[src/rtl/tone_decoder_if.sv]
// rtl/tone_decoder_if.sv - tone input and note display signal bundle for tone_decoder
interface tone_decoder_if #(
  parameter int COUNT_W = 10
);
  logic [15:0]        ticks_per_milli;
  logic               sound_in;
  logic [7:0]         led;
  logic [3:0]         note;
  logic [COUNT_W-1:0] edge_count;
  logic               valid;

  modport master (
    output ticks_per_milli, sound_in,
    input  led, note, edge_count, valid
  );

  modport slave (
    input  ticks_per_milli, sound_in,
    output led, note, edge_count, valid
  );
endinterface

[src/rtl/tone_decoder.sv]
// rtl/tone_decoder.sv - counts square-wave rising edges per 100 ms gate and classifies the note
module tone_decoder #(
  parameter int COUNT_W     = 10,
  parameter int SYNC_STAGES = 2
) (
  input  logic         clk,
  input  logic         rst,
  tone_decoder_if.slave bus
);
  localparam logic [COUNT_W-1:0] CNT_MAX = '1;
  localparam logic [COUNT_W-1:0] CNT_ONE = 1;

  logic [SYNC_STAGES-1:0] sync_q;
  logic                   del_q;
  logic                   rise;
  logic [15:0]            tick_cnt;
  logic                   ms_tick;
  logic [6:0]             ms_cnt;
  logic                   gate_end;
  logic [COUNT_W-1:0]     edge_cnt;
  logic [COUNT_W-1:0]     final_cnt;
  logic [3:0]             cls_note;
  logic [7:0]             cls_led;

  // Synchronise the asynchronous tone, then keep one extra flop for edge detection
  always_ff @(posedge clk) begin
    if (rst) begin
      sync_q <= '0;
      del_q  <= 1'b0;
    end else begin
      sync_q <= {sync_q[SYNC_STAGES-2:0], bus.sound_in};
      del_q  <= sync_q[SYNC_STAGES-1];
    end
  end

  assign rise = sync_q[SYNC_STAGES-1] & ~del_q;

  // The >= compare lets a lowered ticks_per_milli clear the counter instead of overshooting forever
  assign ms_tick  = (bus.ticks_per_milli <= 16'd1) || (tick_cnt >= bus.ticks_per_milli - 16'd1);
  assign gate_end = ms_tick && (ms_cnt == 7'd99);

  // Millisecond prescaler
  always_ff @(posedge clk) begin
    if (rst || ms_tick) begin
      tick_cnt <= '0;
    end else begin
      tick_cnt <= tick_cnt + 16'd1;
    end
  end

  // 100 ms gate: counts milliseconds 0..99 and wraps at gate_end
  always_ff @(posedge clk) begin
    if (rst || gate_end) begin
      ms_cnt <= '0;
    end else if (ms_tick) begin
      ms_cnt <= ms_cnt + 7'd1;
    end
  end

  // Count including a rise in the current cycle, so the gate_end cycle's edge lands in the latched value
  assign final_cnt = (rise && (edge_cnt != CNT_MAX)) ? edge_cnt + CNT_ONE : edge_cnt;

  // Saturating edge counter; restarts from zero after each gate so no edge carries over
  always_ff @(posedge clk) begin
    if (rst || gate_end) begin
      edge_cnt <= '0;
    end else begin
      edge_cnt <= final_cnt;
    end
  end

  // Map the window's edge count onto a note number and its 7-segment letter
  always_comb begin
    logic [31:0] c;
    c        = 32'(final_cnt);
    cls_note = 4'd15;
    cls_led  = 8'h40;
    if (final_cnt == CNT_MAX) begin
      cls_note = 4'd15;
      cls_led  = 8'h40;
    end else if (c == 32'd0) begin
      cls_note = 4'd0;
      cls_led  = 8'h00;
    end else if (c >= 32'd24 && c <= 32'd27) begin
      cls_note = 4'd1;
      cls_led  = 8'h39;
    end else if (c >= 32'd28 && c <= 32'd31) begin
      cls_note = 4'd2;
      cls_led  = 8'h5E;
    end else if (c >= 32'd32 && c <= 32'd33) begin
      cls_note = 4'd3;
      cls_led  = 8'h79;
    end else if (c >= 32'd34 && c <= 32'd36) begin
      cls_note = 4'd4;
      cls_led  = 8'h71;
    end else if (c >= 32'd37 && c <= 32'd41) begin
      cls_note = 4'd5;
      cls_led  = 8'h3D;
    end else if (c >= 32'd42 && c <= 32'd46) begin
      cls_note = 4'd6;
      cls_led  = 8'h77;
    end else if (c >= 32'd47 && c <= 32'd50) begin
      cls_note = 4'd7;
      cls_led  = 8'h7C;
    end else if (c >= 32'd51 && c <= 32'd55) begin
      cls_note = 4'd8;
      cls_led  = 8'hB9;
    end
  end

  // Registered results: update once per gate, hold between gates; reset beats a coincident gate_end
  always_ff @(posedge clk) begin
    if (rst) begin
      bus.led        <= 8'h00;
      bus.note       <= 4'd0;
      bus.edge_count <= '0;
      bus.valid      <= 1'b0;
    end else begin
      bus.valid <= gate_end;
      if (gate_end) begin
        bus.led        <= cls_led;
        bus.note       <= cls_note;
        bus.edge_count <= final_cnt;
      end
    end
  end
endmodule

[src/flat_wrapper.sv]
// flat-port wrapper written by rule: the top's interface ports become plain ports
module tone_decoder_flat 
#(
  parameter int COUNT_W     = 10,
  parameter int SYNC_STAGES = 2
)
  (clk, rst, bus_ticks_per_milli, bus_sound_in, bus_led, bus_note, bus_edge_count, bus_valid);
  tone_decoder_if #(.COUNT_W(COUNT_W)) bus_i ();
  input  logic clk;
  input  logic rst;
  input wire logic [$bits(bus_i.ticks_per_milli)-1:0] bus_ticks_per_milli;
  input wire logic [$bits(bus_i.sound_in)-1:0] bus_sound_in;
  output wire logic [$bits(bus_i.led)-1:0] bus_led;
  output wire logic [$bits(bus_i.note)-1:0] bus_note;
  output wire logic [$bits(bus_i.edge_count)-1:0] bus_edge_count;
  output wire logic [$bits(bus_i.valid)-1:0] bus_valid;
  assign bus_i.ticks_per_milli = bus_ticks_per_milli;
  assign bus_i.sound_in = bus_sound_in;
  assign bus_led = bus_i.led;
  assign bus_note = bus_i.note;
  assign bus_edge_count = bus_i.edge_count;
  assign bus_valid = bus_i.valid;
  tone_decoder #(.COUNT_W(COUNT_W), .SYNC_STAGES(SYNC_STAGES)) u_core (.clk(clk), .rst(rst), .bus(bus_i));
endmodule
[config.mk]
export PLATFORM = sky130hd
export DESIGN_NAME = tone_decoder_flat
export DESIGN_NICKNAME = d
export VERILOG_FILES = /design/src/rtl/tone_decoder_if.sv /design/src/rtl/tone_decoder.sv /design/src/flat_wrapper.sv
export SDC_FILE = /design/constraint.sdc
export NUM_CORES = 1
export LEC_CHECK = 0
export BUFFER_PORTS_ARGS = -buffer_cell sky130_fd_sc_hd__buf_2
export CAP_MARGIN = 20
export CORE_MARGIN = 2
export CORE_UTILIZATION = 35
export DETAILED_ROUTE_END_ITERATION = 10
export GPL_TIMING_DRIVEN = 0
export PLACE_DENSITY_LB_ADDON = 0.2
export SYNTH_ARGS = -nofsm -noshare
export SYNTH_HDL_FRONTEND = slang
export SYNTH_SLANG_ARGS = --single-unit
[constraint.sdc]
create_clock -name clk -period 7.9 [get_ports clk]
set_input_delay 1.975 -clock clk [delete_from_list [all_inputs] [get_ports clk]]
set_output_delay 1.975 -clock clk [all_outputs]
set_load 0.05 [all_outputs]
; After elaboration in Yosys (flattened, before gate mapping)
; Index checks and enable logic that the tools add are counted.
; Widths: inputs -> output; s select.
[totals]
reg_bits = 59
in_bits = 19
output_inout_bits = 23
word_cells = 71
[classes]
addsub = 4
n_lt_le_gt_ge = 18
n_eq_ne = 3
mux = 21
bitwise = 2
n_reduce_logical = 14
[op_table]
columns = cell, count
row1 = $mux 8, 10
row2 = $ge 10x6->1 const B, 6
row3 = $le 10x6->1 const B, 6
row4 = $mux 4, 9
row5 = $ge 10x5->1 const B, 2
row6 = $le 10x5->1 const B, 2
row7 = $add 16x1->16 const B, 1
row8 = $ge 16x16->1, 1
row9 = $le 16x1->1 const B, 1
row10 = $sub 16x1->16 const B, 1
row11 = $add 10x1->10 const B, 1
row12 = $eq 10x10->1 const B, 1
row13 = $logic_and 1x1->1, 10
row14 = $logic_not 10->1, 1
row15 = $mux 10, 1
row16 = $ne 10x10->1 const B, 1
row17 = $add 7x1->7 const B, 1
row18 = $eq 7x7->1 const B, 1
row19 = $logic_or 1x1->1, 3
row20 = $mux 3, 1
row21 = $and 1x1->1, 1
row22 = $not 1->1, 1

; Longest topological paths before layout
; Gate-level depths: netlist of run 1.
[depth]
word_depth = 16
depth_mapped = 15
depth_no_buf = 13

; Worst setup path before layout of run 1
; OpenSTA, ideal clock, no wires.
[synth_timing]
path_kind = in2reg
start = input port bus_ticks_per_milli[0]
end = register u_core.tick_cnt[10]
setup_ps = 65
arrival_time_ps = 5115
required_ps = 7835
path_slack_ps = 2720
stages = 13
path_buffers = 2
path_cell_list = nor4_1 -> nand2_1 -> or4_1 -> nor3_1 -> xnor2_1 -> ha_1 -> nand4_1 -> nor3_1 -> a2111oi_2 -> clkbuf_1 -> nand2_1 -> clkbuf_1 -> nor2_1
[synth_between]
elab_chain_len = 4
word_cells_on_any_way = 5
cone_classes = 1 x add/sub / 2 x order compare / 2 x reduce/logical
[synth_lines]
columns = item, line
row1 = "start, declared", flat_wrapper.sv:11  ; input wire logic [$bits(bus_i.ticks_per_milli)-1:0] bus_ticks_per_milli;
row2 = $sub 16x1->16, tone_decoder.sv:39  ; assign ms_tick = (bus.ticks_per_milli <= 16'd1) || (tick_cnt >= bus.ticks_per_milli - 16'd1);
row3 = $ge 16x16->1, tone_decoder.sv:39
row4 = $logic_or 1x1->1 *, tone_decoder.sv:39
row5 = $logic_or 1x1->1 *, tone_decoder.sv:44  ; if (rst || ms_tick) begin
row6 = "end signal, assigned", tone_decoder.sv:47  ; tick_cnt <= tick_cnt + 16'd1;
row7 = "end, declared", tone_decoder.sv:16  ; logic [15:0] tick_cnt;
; Every way passes the cells marked *; elsewhere a longest branch is shown, timed or not.
; A chain may end at the register's enable or synchronous reset.

; Worst setup path after layout of run 1
[layout_timing]
start = input port bus_ticks_per_milli[0]
end = register u_core.tick_cnt[5]
; The elaborated chain is that of the path after synthesis.

==> results of run 1 <==
## power by group through the flow
stage	clock network [mW]	registers [mW]	logic [mW]
2_1_floorplan	0	0.308	0.0264
3_3_place_gp	0	0.309	0.0400
3_5_place_dp	0	0.309	0.0413
4_1_cts	0.282	0.302	0.0415
5_1_grt	0.295	0.302	0.0473
6_report	0.276	0.302	0.0411
## state kept, by name (all words and copies together), names as in the netlist
signal / cells
u_core.bus.valid: 1
u_core.bus.edge_count: 10
u_core.bus.note: 4
u_core.del_q: 1
u_core.edge_cnt: 10
u_core.ms_cnt: 7
u_core.sync_q: 2
u_core.tick_cnt: 16
u_core.bus.led: 8
## critical path: stages
cell	delay, ps
buf_2	120
nor4_1	530
nand2_1	200
or4_1	480
nor3_1	230
xnor2_1	160
ha_1	270
nand4_1	110
nor3_1	90
a2111oi_2	730
clkbuf_1	460
nand2_1	260
clkbuf_1	290
nor2_1	160
## layout make-up
cell class                 count  area [µm²]
buffer                        15       63.81
clock buffer                   9       123.9
clock inverter                 7       76.32
fill                        1024        5684
inverter                       6       22.52
multi-input combinational    337        2256
sequential                    59        1181
tap                          133       166.4
timing repair buffer          40       200.2
## cells by family (layout without fill, tap and decap cells)
| kind of cell | count (synthesis) | count (layout) | synth area share, % |
|---|---|---|---|
| DFF | 59 | 59 | 33.52 |
| adders and majority gates | 21 | 21 | 7.457 |
| and+or+nand+nor | 201 | 201 | 29.65 |
| buffers and inverters | 21 | 77 | 2.450 |
| AOI/OAI and AO/OA | 75 | 75 | 16.69 |
| muxes | 6 | 6 | 1.776 |
| xor gates and xnor gates | 34 | 34 | 8.452 |
## through the flow
stage | total power [mW] | std cells | utilization (%) | worst slack [ps]
final | 0.6190 | 606 | 41.85 | 2095
after global routing | 0.6447 | 606 | 41.85 | 1680
after CTS | 0.6253 | 606 | 41.85 | 2009
after detailed placement | 0.3504 | 590 | 39.80 | 1683
after global placement | 0.3489 | 590 | 39.80 | 1836
after floorplan | 0.3347 | 417 | - | 2720
## metal layers
layer | share of wire, % | up-vias | track usage [%]
li1 | - | 1647 | -
met1 | 52 | 1477 | 24.10
met2 | 42 | 66 | 25.63
met3 | 5.1 | 12 | 3.321
met4 | 1.0 | 0 | 4.923
met5 | 0 | - | 0
## final timing paths
check / startpoint / endpoint / slack [ps] / cells after the start
worst max-delay path: bus_ticks_per_milli[0] / u_core.tick_cnt[5]$_SDFF_PP0_ / 2090 / 14
worst min-delay path: u_core.sync_q[0]$_SDFF_PP0_ / u_core.sync_q[1]$_SDFF_PP0_ / 440 / 1
worst max register to register: u_core.edge_cnt[1]$_SDFF_PP0_ / u_core.bus.note[0]$_SDFFE_PP0P_ / 4620 / 8
worst min register to register: u_core.sync_q[0]$_SDFF_PP0_ / u_core.sync_q[1]$_SDFF_PP0_ / 440 / 1
## synth_stat cells, drive strengths merged (6+ instances only)
master  number
nand3       15
nor2b        6
nor3        17
clkbuf       8
o21ai        9
nand2       41
dfxtp       59
buf          7
a211oi       9
nor4         7
o211ai       7
xor2        16
nand4       18
xnor2       18
and3        10
a21oi       12
ha          21
nor2        59
==> results.json, run 1 <==
{
  "min_path_type": "register to register",
  "cp-start-kind": "primary input",
  "hold_slack_ps": 436.8,
  "syn_area_per_cell_um2": 8.449,
  "powerDensity_mw_per_mm2": 151.3,
  "area_growth_pct": 16.09,
  "clock_power_share_pct": 44.5,
  "drv_slew": 0,
  "post_cts_buffers": 0,
  "insertion_delay_ps": 340,
  "grt_max_degree": 13,
  "cts.sinks": 59,
  "die_h_um": 104.3,
  "chipWidth_um": 104.3,
  "synth_top_area_share_pct": 33.52,
  "finalCritPeriodShare_pct": 73.48,
  "ant_nets": 0,
  "peakVddDrop_uv": 124.4,
  "cts_tree": "done",
  "synth_edf_count": 0,
  "fmax_mhz": 172.3,
  "firstDrtPassIters": 4,
  "synth_nets": 457,
  "drive_gt1_share_pct": 17.12,
  "end_kind": "register",
  "finalSetupTns_ps": 0,
  "seqPwrFrac_pct": 48.8,
  "arrival_ps": 6070,
  "dp_hpwl_um": 6587,
  "nNetsFinal": 508,
  "final_cell_mix": "nor2_1 (59), dfxtp_1 (59), buf_2 (46), nand2_1 (40), ha_1 (21)",
  "maxCapViolCount": 0,
  "fp-row-count": 36,
  "slew_headroom_pct": 42.66,
  "io_pins": 42,
  "setup-violations-final": 0,
  "period_needed_ps": 5805,
  "synth.area.top_cells": "dfxtp_1 (34%), ha_1 (7.5%), nor2_1 (6.3%)",
  "syn_inst": 417,
  "finalWirelength_um": 8601,
  "synth_area_mm2": 0.003523,
  "p_sw_share_pct": 25.20,
  "cts_resized": 0,
  "power_switching_uw": 156.0,
  "grt_pass1_wl_um": 15160,
  "ys_async_sr_fraction_pct": 0,
  "dpl_cell_area_mm2": 0.003890,
  "grt_pass1_vias": 3128,
  "cts.clk_slew.worst_paths_ps": 70,
  "intPower_uw": 463.0,
  "avgViaCountPerCell": 5.284,
  "crit_type": "primary input to register",
  "synth_top_area_cell": "dfxtp_1",
  "overflow": 0,
  "wire_per_inst_um": 14.19,
  "synth.distinct_cells": 64,
  "ctsHoldBuffers": 0,
  "grtUsageTotal_pct": 16.87,
  "synth_ff_type": "dfxtp_1",
  "first_iter_violations": 161,
  "skew_ps": 8.831,
  "design_area_mm2": 0.004090,
  "ys_warn_count": 0,
  "p_leak_nw": 1.642,
  "grt_antenna_before_repair": 0,
  "worstMarginPinSlew_ps": 852.2,
  "drc": 0,
  "start_util_pct": 36.05,
  "dieArea_mm2": 0.01089,
  "synth_seq_cells": 59,
  "core_area_mm2": 0.009774,
  "portBuffers": 40,
  "critPathMaxFanout": 10,
  "status": "finished clean",
  "cts_max_level": 3,
  "pwr-share-comb_pct": 6.6,
  "n_antenna_cell": 0,
  "hold_viol_final": 0,
  "yosysSeqAreaShare_pct": 33.52,
  "vias": 3202,
  "required_ps": 8170,
  "cts-root-buf": "clkbuf_8",
  "cts_buffers": 9,
  "clock_path_buffers": 2,
  "gpl.final_weighted_congestion": 0.8611,
  "rsz0062_at_grt": "false"
}
No activity file was read; power rests on OpenSTA's default activity.
==> inputs of run 2 (changes only) <==
- clock period: 7.9 -> 5 ns (I/O delays scaled with it)
==> run 2 against run 1 <==
Compared with the run above:
- worst setup slack worse by 1700 ps
- largest power group unchanged
- via count about the same
- highest routed layer unchanged
- non-clock buffer count unchanged
- utilization up 0.22 points
- register-to-register slack worse by 2900 ps
- critical path type unchanged
- global-route usage up 0.053 points
==> results.json, run 2 (synthesis gave the netlist of run 1 again) <==
{
  "cts_resized": 1,
  "top_register": "u_core.tick_cnt",
  "drc": 0,
  "wire_per_inst_um": 14.31,
  "period_needed_ps": 4604,
  "hold_path.startpoint": "u_core.sync_q[0]$_SDFF_PP0_",
  "io_pins": 42,
  "grt_pass1_vias": 3133,
  "arrival_ps": 4810,
  "seqPwrFrac_pct": 48.8,
  "required_ps": 5210,
  "fin_cells": 606,
  "p_total_uw": 978.5,
  "cts.clk_slew.worst_paths_ps": 70,
  "nNetsFinal": 508,
  "finalCritPeriodShare_pct": 92.08,
  "min_path_type": "register to register",
  "drv_slew": 0,
  "start_util_pct": 36.05,
  "fmax_mhz": 217.2,
  "post_cts_buffers": 0,
  "ant_nets": 0,
  "status": "finished clean",
  "top_regs": "u_core.tick_cnt x16, u_core.bus.edge_count x10, u_core.edge_cnt x10",
  "intPower_uw": 731.8,
  "cts_buffers": 9,
  "critPathLaunch": "bus_ticks_per_milli[0]",
  "avgViaCountPerCell": 5.289,
  "area_growth_pct": 16.69,
  "powerDensity_mw_per_mm2": 238.0,
  "p_sw_share_pct": 25.21,
  "crit_type": "primary input to register",
  "vias": 3205,
  "firstDrtPassIters": 4,
  "grt_antenna_before_repair": 0,
  "ctsHoldBuffers": 0,
  "die_h_um": 104.3,
  "core_area_mm2": 0.009774,
  "cts_tree": "done",
  "n_antenna_cell": 0,
  "slew_headroom_pct": 42.46,
  "worstMarginPinSlew_ps": 855.2,
  "clock_power_share_pct": 44.5,
  "hold_viol_final": 0,
  "grtUsageTotal_pct": 16.93,
  "clock_path_buffers": 2,
  "first_iter_violations": 154,
  "cp-start-kind": "primary input",
  "cts_max_level": 3,
  "grt_max_degree": 13,
  "p_leak_nw": 1.651,
  "dieArea_mm2": 0.01089,
  "fp-row-count": 36,
  "rrSetupSlack_ps": 1730,
  "postLayoutCoreUtil_pct": 42.06,
  "insertion_delay_ps": 340,
  "drive_gt1_share_pct": 17.76,
  "peakVddDrop_uv": 196.7,
  "finalWirelength_um": 8669,
  "portBuffers": 40,
  "rsz0062_at_grt": "false",
  "largest_reg_flops": 16,
  "final_cell_mix": "nor2_1 (59), dfxtp_1 (59), buf_2 (46), nand2_1 (40), ha_1 (21)",
  "overflow": 0,
  "skew_ps": 9.239,
  "critPathMaxFanout": 10,
  "grt_pass1_wl_um": 15210,
  "cts-root-buf": "clkbuf_8",
  "cts.sinks": 59,
  "r2r_start": "u_core.edge_cnt[1]$_SDFF_PP0_",
  "dp.cells": 590,
  "end_kind": "register",
  "pwr-share-comb_pct": 6.7,
  "maxCapViolCount": 0,
  "gpl.final_weighted_congestion": 0.8611,
  "finalSetupTns_ps": 0,
  "chipWidth_um": 104.3,
  "dp_hpwl_um": 6587,
  "setup-violations-final": 0,
  "power_switching_uw": 246.7
}
==> run 2: cell counts in the layout (fill, tap and decap cells not counted) <==
No cell type changed its count.
==> run 2: path summary, 6_finish.rpt <==
check | endpoint | depth (start not counted)
worst max-delay path | u_core.edge_cnt[3]$_SDFF_PP0_ | 15
worst min-delay path | u_core.sync_q[1]$_SDFF_PP0_ | 1
worst max register to register | u_core.bus.note[0]$_SDFFE_PP0P_ | 8
worst min register to register | u_core.sync_q[1]$_SDFF_PP0_ | 1
==> run 2: power by group through the flow <==
stage | clock network, mW | logic, mW | registers (mW)
after global placement | 0 | 0.0632 | 0.488
after CTS | 0.445 | 0.0656 | 0.477
after floorplan | 0 | 0.0416 | 0.487
final | 0.435 | 0.0658 | 0.478
after global routing | 0.466 | 0.0754 | 0.478
after detailed placement | 0 | 0.0653 | 0.488
==> run 2: layout make-up <==
| type | instances | area (µm²) |
|---|---|---|
| buffer | 15 | 66.31 |
| clock inverter | 7 | 76.32 |
| clock buffer | 9 | 123.9 |
| timing repair buffer | 40 | 200.2 |
| inverter | 6 | 22.52 |
| tap | 133 | 166.4 |
| fill | 1024 | 5663 |
| sequential | 59 | 1181 |
| multi-input combinational | 337 | 2275 |
==> run 2: routing by layer <==
metal  up-vias  track usage, %  share of wire [%]
met4         0           4.923               0.95
met1      1491           24.14                 53
li1       1650               -                  -
met2        53           25.77                 43
met5         -               0                  0
met3        11           3.321                3.6
==> run 2: per-stage QoR <==
stage / worst slack, ps / cell area [µm²] / hold slack [ps]
after detailed placement: -492.0 / 3890 / 422.3
after global placement: -338.6 / 3890 / 416.9
after global routing: 16.55 / 4111 / 462.4
after floorplan: 545.2 / 3523 / 413.8
final: 396.1 / 4111 / 436.8
after CTS: 38.49 / 4103 / 439.4
==> run 2: worst max-delay path: stages <==
cell and delay [ps]:
buf_2 120, nor4_2 410, nand2_1 170, or4_1 470
nor3_1 230, xnor2_1 100, ha_1 290, nand4_1 120
nor3_1 400, a2111o_1 200, buf_2 200, nand2_1 240
nand2_1 260, buf_2 260, nor2_1 70
==> inputs of run 3 (changes only) <==
- clock period: 5 -> 3.85 ns (I/O delays scaled with it)
==> run 3 against run 2 <==
Compared with the run above:
- clock power is 22% higher
- sequential share of layout area is 1.1 points lower
- wire length is 0.16% lower
- sequential power is 30% higher
- via count is 0.97% higher
- register-to-register slack worse by 1200 ps
- largest power group unchanged
- highest routed layer unchanged
==> results.json, run 3 (synthesis gave the netlist of run 1 again) <==
{
  "cts_tree": "done",
  "critPathLaunch": "bus_ticks_per_milli[0]",
  "start_util_pct": 36.05,
  "drive_gt1_share_pct": 21.76,
  "grt_pass1_wl_um": 14410,
  "p_leak_nw": 1.727,
  "dieArea_mm2": 0.01089,
  "critPathMaxFanout": 10,
  "fin_ws_ps": 138.9,
  "ant_nets": 0,
  "drc": 0,
  "grt_max_degree": 12,
  "crit_type": "primary input to register",
  "required_ps": 4110,
  "worstMarginPinSlew_ps": 863.6,
  "gpl.final_weighted_congestion": 0.8250,
  "grt_antenna_before_repair": 0,
  "arrival_ps": 3980,
  "rrSetupSlack_ps": 570,
  "nNetsFinal": 513,
  "wire_per_inst_um": 14.17,
  "fin_cells": 611,
  "n_fill_cell": 1016,
  "ctsHoldBuffers": 0,
  "powerDensity_mw_per_mm2": 291.3,
  "dp_hpwl_um": 6488,
  "period_needed_ps": 3711,
  "hold_viol_final": 0,
  "fmax_mhz": 269.5,
  "fp-row-count": 36,
  "dp.cells": 590,
  "postLayoutCoreUtil_pct": 43.71,
  "grt_pass1_vias": 3027,
  "r2r_start": "u_core.edge_cnt[1]$_SDFF_PP0_",
  "drv_slew": 0,
  "grtUsageTotal_pct": 16.23,
  "layout_commonest_cell": "dfxtp_1",
  "dpl_worst_slack_ps": -703.7,
  "vias": 3236,
  "hold-path-cell-count": 2,
  "core_area_mm2": 0.009774,
  "finalCritPeriodShare_pct": 96.39,
  "n_antenna_cell": 0,
  "cts-root-buf": "clkbuf_8",
  "peakVddDrop_uv": 174.1,
  "area_growth_pct": 21.27,
  "overflow": 0,
  "chipWidth_um": 104.3,
  "finalWirelength_um": 8655,
  "reg2reg_depth": 8,
  "multi_input_area_mm2": 0.002366,
  "portBuffers": 40,
  "final_cell_mix": "dfxtp_1 (59), nor2_1 (58), buf_2 (42), nand2_1 (36), ha_1 (21)",
  "maxCapViolCount": 0,
  "cts.sinks": 59,
  "die_h_um": 104.3,
  "rsz0062_at_grt": "true",
  "min_path_type": "register to register",
  "top_regs": "u_core.tick_cnt x16, u_core.bus.edge_count x10, u_core.edge_cnt x10",
  "slew_headroom_pct": 41.89,
  "holdPathEnd": "u_core.bus.led[1]$_SDFFE_PP0P_",
  "firstDrtPassIters": 4,
  "setup-violations-final": 0,
  "status": "finished clean",
  "register_area_mm2": 0.001181,
  "cp-start-kind": "primary input",
  "top_register": "u_core.tick_cnt",
  "first_iter_violations": 166,
  "skew_ps": 6.393,
  "cts_buffers": 9,
  "clock_path_buffers": 2,
  "avgViaCountPerCell": 5.296,
  "reg2reg_to": "u_core.bus.note[0]$_SDFFE_PP0P_",
  "hold_slack_ps": 435.9,
  "cts_max_level": 3,
  "hold_path.startpoint": "u_core.bus.led[1]$_SDFFE_PP0P_",
  "io_pins": 42,
  "cts.clk_slew.worst_paths_ps": 70,
  "insertion_delay_ps": 340,
  "largest_reg_flops": 16,
  "end_kind": "register"
}
## run 3: changes by cell type in the layout (fill, tap and decap cells not counted), sizes merged
cell / change
buf: +7
clkinvlp: +1
clkinv: -2
bufinv: -1
## run 3: through the flow
stage	power [mW]	cell area (µm²)	setup TNS, ps
3_3_place_gp	0.7182	3925	-27860
4_1_cts	1.252	4187	0
2_1_floorplan	0.6879	3558	0
5_1_grt	1.296	4273	-106.3
6_report	1.245	4273	0
3_5_place_dp	0.7207	3925	-28240
## run 3: final cells by class
cell class / count / area share [%]
clock inverter: 5 / 0.8492
sequential: 59 / 27.64
tap: 133 / 3.895
multi-input combinational: 337 / 55.37
inverter: 6 / 0.5271
clock buffer: 11 / 3.543
buffer: 15 / 2.138
timing repair buffer: 45 / 6.032
## run 3: worst max-delay path, stage by stage
cell and delay (ps):
buf_8 100, nor4_4 340, nand2_1 140, or4_4 460
nor3_4 160, xnor2_2 130, ha_1 250, nand4_1 170
nor3_4 80, a2111o_1 420, buf_4 190, a21oi_4 240
buf_8 180, nand2_1 70, o211ai_1 80
## run 3: worst max-delay path by stage
| stage | endpoint | slack [ps] | cells after the start |
|---|---|---|---|
| 3_3_place_gp | u_core.edge_cnt[3]$_SDFF_PP0_ | -690 | 15 |
| 4_1_cts | u_core.bus.note[3]$_SDFFE_PP0P_ | 30 | 15 |
| 2_1_floorplan | u_core.edge_cnt[3]$_SDFF_PP0_ | 10 | 14 |
| 3_5_place_dp | u_core.tick_cnt[7]$_SDFF_PP0_ | -700 | 14 |
| 5_1_grt | u_core.bus.note[1]$_SDFFE_PP0P_ | -40 | 14 |
| 6_report | u_core.bus.led[3]$_SDFFE_PP0P_ | 140 | 15 |
## run 3: timing repair
item | CTS | global route
hold endpoints to repair | 0 | 0
endpoints found under the setup margin | 50 | 37
pin swaps | 4 | 7
resized for setup | 11 | 22
setup buffers | 4 | 1
## run 3: routing by layer
metal	track usage (%)	vias up	share of wire, %
li1	-	1660	-
met3	4.010	8	4.5
met2	24.09	66	43
met5	0	-	0
met1	23.29	1502	51
met4	4.344	0	1.0
## run 3: power by group
part / internal [mW] / switching, mW / total [mW]
Combinational: 0.0393 / 0.0567 / 0.0959
Sequential: 0.615 / 0.00502 / 0.620
Clock: 0.269 / 0.259 / 0.529
Total: 0.924 / 0.321 / 1.24
